### src/rtl/conv_pkg.sv
// Shared constants and state encoding for the 2D convolution processor.
// The MAC and output-streaming blocks import the same definitions.
package conv_pkg;

  localparam int IMG_W = 8;
  localparam int IMG_H = 8;
  localparam int K     = 3;
  localparam int DW    = 8;
  localparam int AW    = 6;

  localparam int OUT_W = IMG_W - K + 1;
  localparam int OUT_H = IMG_H - K + 1;

  // Width of the output-grid row/column coordinates.
  localparam int RC_W  = 3;

  typedef enum logic [2:0] {
    IDLE,
    LOAD,
    DRAIN,
    ISSUE,
    DONE
  } state_t;

endpackage

### src/rtl/conv_win_gather.sv
// Combinational K x K window selection out of the frame buffer.
// The result is packed row-major with the top-left pixel in the LSBs.
module conv_win_gather #(
  parameter int IMG_W = conv_pkg::IMG_W,
  parameter int NPIX  = conv_pkg::IMG_W * conv_pkg::IMG_H,
  parameter int K     = conv_pkg::K,
  parameter int DW    = conv_pkg::DW,
  parameter int AW    = conv_pkg::AW,
  parameter int RC_W  = conv_pkg::RC_W
) (
  input  logic [DW-1:0]     pix [NPIX],
  input  logic [RC_W-1:0]   row,
  input  logic [RC_W-1:0]   col,
  output logic [K*K*DW-1:0] win
);

  import conv_pkg::*;

  // Pick pixel (row+i, col+j) for every kernel tap.
  always_comb begin
    win = '0;
    for (int i = 0; i < K; i++) begin
      for (int j = 0; j < K; j++) begin
        win[(i*K + j)*DW +: DW] = pix[AW'((int'(row) + i) * IMG_W + int'(col) + j)];
      end
    end
  end

endmodule

### src/rtl/conv_frame_ctrl.sv
// Frame sequencer: loads one image from the pixel RAM into a local buffer,
// then hands every valid K x K window to the MAC datapath in raster order
// over a valid/ready handshake and pulses done when the frame is finished.
module conv_frame_ctrl #(
  parameter int IMG_W = conv_pkg::IMG_W,
  parameter int IMG_H = conv_pkg::IMG_H,
  parameter int K     = conv_pkg::K,
  parameter int AW    = conv_pkg::AW,
  parameter int DW    = conv_pkg::DW
) (
  input  logic                      clk,
  input  logic                      rst,
  input  logic                      start,
  output logic                      ram_rd,
  output logic [AW-1:0]             ram_addr,
  input  logic [DW-1:0]             ram_dout,
  output logic                      win_valid,
  input  logic                      win_ready,
  output logic [K*K*DW-1:0]         win_data,
  output logic [conv_pkg::RC_W-1:0] win_row,
  output logic [conv_pkg::RC_W-1:0] win_col,
  output logic                      win_last,
  output logic                      busy,
  output logic                      done
);

  import conv_pkg::*;

  localparam int NPIX     = IMG_W * IMG_H;
  localparam int OUT_COLS = IMG_W - K + 1;
  localparam int OUT_ROWS = IMG_H - K + 1;

  localparam logic [AW-1:0]   LAST_ADDR = AW'(NPIX - 1);
  localparam logic [RC_W-1:0] LAST_COL  = RC_W'(OUT_COLS - 1);
  localparam logic [RC_W-1:0] LAST_ROW  = RC_W'(OUT_ROWS - 1);

  state_t state;
  state_t next_state;

  logic              cap_valid;
  logic [AW-1:0]     cap_addr;
  logic [DW-1:0]     frame_buf [NPIX];

  logic [RC_W-1:0]   req_row;
  logic [RC_W-1:0]   req_col;
  logic [K*K*DW-1:0] gathered;

  logic              handshake;
  logic              at_last;

  logic              ram_rd_n;
  logic              win_valid_n;
  logic              busy_n;
  logic              done_n;

  assign handshake = win_valid & win_ready;
  assign at_last   = (win_row == LAST_ROW) && (win_col == LAST_COL);

  // State register; reset always returns to IDLE.
  always_ff @(posedge clk) begin
    if (rst) state <= IDLE;
    else     state <= next_state;
  end

  // Next-state logic; start is only honoured while IDLE.
  always_comb begin
    next_state = state;
    case (state)
      IDLE:    if (start) next_state = LOAD;
      LOAD:    if (ram_addr == LAST_ADDR) next_state = DRAIN;
      DRAIN:   next_state = ISSUE;
      ISSUE:   if (handshake && at_last) next_state = DONE;
      DONE:    next_state = IDLE;
      default: next_state = IDLE;
    endcase
  end

  // Window coordinate to present next cycle: (0,0) leaving DRAIN, else advance on handshake.
  always_comb begin
    req_row = '0;
    req_col = '0;
    if (state == ISSUE) begin
      req_row = win_row;
      req_col = win_col;
      if (handshake) begin
        if (win_col == LAST_COL) begin
          req_col = '0;
          req_row = win_row + 1'b1;
        end else begin
          req_col = win_col + 1'b1;
        end
      end
    end
  end

  // Next-cycle values of the status outputs, decoded from the upcoming state.
  always_comb begin
    ram_rd_n    = (next_state == LOAD);
    win_valid_n = (next_state == ISSUE);
    busy_n      = (next_state == LOAD) || (next_state == DRAIN) || (next_state == ISSUE);
    done_n      = (next_state == DONE);
  end

  // Registered outputs; the read address doubles as the load counter.
  always_ff @(posedge clk) begin
    if (rst) begin
      ram_rd    <= 1'b0;
      ram_addr  <= '0;
      win_valid <= 1'b0;
      win_data  <= '0;
      win_row   <= '0;
      win_col   <= '0;
      win_last  <= 1'b0;
      busy      <= 1'b0;
      done      <= 1'b0;
    end else begin
      ram_rd    <= ram_rd_n;
      win_valid <= win_valid_n;
      busy      <= busy_n;
      done      <= done_n;
      if (next_state == LOAD) ram_addr <= (state == LOAD) ? ram_addr + 1'b1 : '0;
      else                    ram_addr <= '0;
      win_row   <= win_valid_n ? req_row  : '0;
      win_col   <= win_valid_n ? req_col  : '0;
      win_data  <= win_valid_n ? gathered : '0;
      win_last  <= win_valid_n && (req_row == LAST_ROW) && (req_col == LAST_COL);
    end
  end

  // Remember which address was read so its data can be stored one cycle later.
  always_ff @(posedge clk) begin
    if (rst) begin
      cap_valid <= 1'b0;
      cap_addr  <= '0;
    end else begin
      cap_valid <= ram_rd;
      cap_addr  <= ram_addr;
    end
  end

  // Frame buffer write; the last pixel lands at the end of DRAIN, which is
  // safe because the first window never covers the final pixel.
  always_ff @(posedge clk) begin
    if (cap_valid) frame_buf[cap_addr] <= ram_dout;
  end

  conv_win_gather #(
    .IMG_W (IMG_W),
    .NPIX  (NPIX),
    .K     (K),
    .DW    (DW),
    .AW    (AW),
    .RC_W  (RC_W)
  ) u_gather (
    .pix (frame_buf),
    .row (req_row),
    .col (req_col),
    .win (gathered)
  );

endmodule

### config.mk
export PLATFORM = sky130hd
export DESIGN_NAME = conv_frame_ctrl
export DESIGN_NICKNAME = d
export VERILOG_FILES = /design/src/rtl/conv_pkg.sv /design/src/rtl/conv_win_gather.sv /design/src/rtl/conv_frame_ctrl.sv
export SDC_FILE = /design/constraint.sdc
export NUM_CORES = 1
export LEC_CHECK = 0
export CAP_MARGIN = 20
export CORE_UTILIZATION = 50
export CTS_CLUSTER_SIZE = 20
export DETAILED_ROUTE_END_ITERATION = 6
export GPL_TIMING_DRIVEN = 1
export PLACE_DENSITY = 0.67
export SYNTH_ARGS = -nofsm -noshare
export SYNTH_HDL_FRONTEND = slang
export SYNTH_SLANG_ARGS = --single-unit
### constraint.sdc
create_clock -name clk -period 5.3 [get_ports clk]
set_input_delay 1.06 -clock clk [delete_from_list [all_inputs] [get_ports clk]]
set_output_delay 1.06 -clock clk [all_outputs]
set_load 0.01 [all_outputs]
==> run metrics <==
Yosys cell types 80; crit path DAT between 5 and 6 ns; Post-Syn Area between 30000 and 40000 µm²; DR vias roughly 28k; status completed; layout net count 2763; synthesis warning total 0; final setup vio count 0; count of final hold-check violations 0; Leak Pwr 0.0125 µW; Post-Syn Nets 2741; PD cells 272 nW/µm²; crit end category register; First DRT Iteration DRCs between 5k and 6k; P_int 8200 µW; Setup Fix Bufs, Post-CTS 0; commonest non-fill, non-tap cell in the layout edfxtp_1; minimum clock period 4.66 ns; IO buf count 100; share of cells above drive strength 1 ~16%; worst r2r src state[1]; Detailed Place HPWL 110 mm; chip height 262 µm; clk slew on worst S/H paths around 0.060 ns; DRT Pass-1 Iters 7; clock buffer depth 3; Hold-fix buffers, CTS 0; hold_sp ram_rd; sw frac 21.3%; sw power about 2200 µW; Die W between 200 and 300 µm; CTS tree built; FMAX about 210 MHz; die area 68500 µm²; most frequent cells in the layout edfxtp_1 (512), mux2i_1 (275), nand2_1 (190); Max H-tree Level 3; Syn Area/Cell 12.4 µm²; top_reg_cell synth edfxtp_1; skew final 0.0274 ns; RSZ-0062 raised after global routing false; flops & latches, synth 611; VDD IR-drop max 0.318 mV; CP Launch Point win_ready; Routed WL 154 mm; drt drc 0; post-route setup TNS 0 ns; GP Congestion roughly 1.0; maxcap violations 0; row cnt 94; Initial Utilization 50.9%; Post-synth EDFFs 512; Hold WC Path Type register to register; vias in the first global route 26.0k; Synth area leader edfxtp_1; Post-DRT Antenna Nets 0; CP max FO 60; total I/O pin count 101; crit path launch type input pin; Synth top area share approximately 46%; grt total ovfl 0; critical path type input pin to register; Seq/Total Area, Yosys 51.5%; Via-to-Cell Ratio 7.68; Skew-Pair Late Insertion Delay approximately 0.65 ns; clock power share 48.9%; Sequential Power Share between 50% and 60%; Tot Pwr around 10000 µW; top cells by area, synth edfxtp_1 (46%), mux4_2 (9.1%), mux2i_1 (8.2%); first-pass GRT wire length 209 mm; All-Layer GR Usage 44.8%; period utilisation layout 87.9%; Rel. slew slack 23.9%; Core Area 66200 µm²; asr flop ratio synth 0%; final slew viol count 0; Syn Inst Count 2720; largest net degree at the start of global routing 113; cts bufs inserted 70; Worst-Margin Slew 1.14 ns; initial antenna violation count 12; Sink Count 611; Gate power share 1.1%; CP required 5.80 ns; Clock Root Buffer clkbuf_16; PostCTS Resize Cnt 0; WL/cell 41.8 µm; P&R area growth vs syn 13.5%
==> path summary, 6_finish.rpt <==
kind	to	cells past startpoint	slack, ns
max	win_data[31]	11	0.64
min	cap_valid	1	0.50
max reg2reg	win_data[31]	10	0.71
min reg2reg	cap_valid	1	0.50
==> metal layers <==
metal	share of wire (%)	wire length, µm	track usage (%)	vias up
li1	-	-	-	11300
met1	37	56000	59.0	14000
met2	41	63200	62.9	2407
met3	16	23900	18.5	448
met4	6.7	10300	23.7	8
met5	0.058	89	0	-
==> critical path, stage by stage <==
cell and delay (ns):
clkdlybuf4s50_1 0.51, a21boi_1 0.33, o21ai_4 0.18, inv_16 0.31, buf_4 0.62, a21oi_1 0.15, a221oi_1 0.62, o311ai_0 0.35
buf_4 0.28, o22a_1 0.28, a31oi_1 0.39
==> Yosys cell counts, drive strengths merged, types with 82 or more instances <==
cell type	instances
nand2	191
mux4	136
o211ai	116
a221o	109
mux2i	275
buf	95
a21oi	181
dfxtp	99
edfxtp	512
nand3	158
clkbuf	161
nor2	82
==> layout make-up <==
cell class | instances | area [µm²]
inverters | 12 | 63.8
clock buffers | 97 | 2020
repair buffers | 206 | 2010
flip-flops and latches | 611 | 17400
multi-input cells | 1841 | 15300
well taps | 864 | 1080
clock inverters | 32 | 377
diodes | 5 | 12.5
fillers | 5333 | 27900
==> registers in the layout, summed over array words and instances (netlist names), 3 cells and up <==
name       flops
cap_addr       6
frame_buf    512
ram_addr       6
state          3
win_col        3
win_data      72
win_row        3
==> kinds of logic (layout without fill, tap and decap cells) <==
kind of cell | count (synthesis) | after routing | share of synthesized area (%)
buffers and inverters | 268 | 347 | 3.51
adder cells (fa/ha/maj) | 9 | 9 | 0.334
AO/OA/AOI/OAI | 776 | 776 | 17.1
multiplexers | 431 | 431 | 17.9
other | 0 | 5 | 0
XOR/XNOR | 24 | 24 | 0.957
AND/OR/NAND/NOR | 601 | 601 | 8.74
flip-flops | 611 | 611 | 51.5
==> power by group through the flow <==
stage	clock network (µW)	registers, µW	logic, µW
final	5100	5210	119
after global placement	0	5310	109
after detailed placement	0	5310	114
after floorplan	0	5310	17.1
after global routing	5250	5210	121
after CTS	5070	5210	114
==> through the flow <==
stage          util, %  hold WS, ns  instance area, µm²  setup WS [ns]  cells
2_1_floorplan        -        0.457               33700          0.889   2720
3_3_place_gp      54.1        0.459               35800          0.124   3533
3_5_place_dp      54.1        0.487               35800          0.181   3533
4_1_cts           57.7        0.500               38200          0.795   3662
5_1_grt           57.8        0.508               38300          0.439   3663
6_report          57.8        0.504               38300          0.639   3668
No activity file was read; power rests on OpenSTA's default activity.
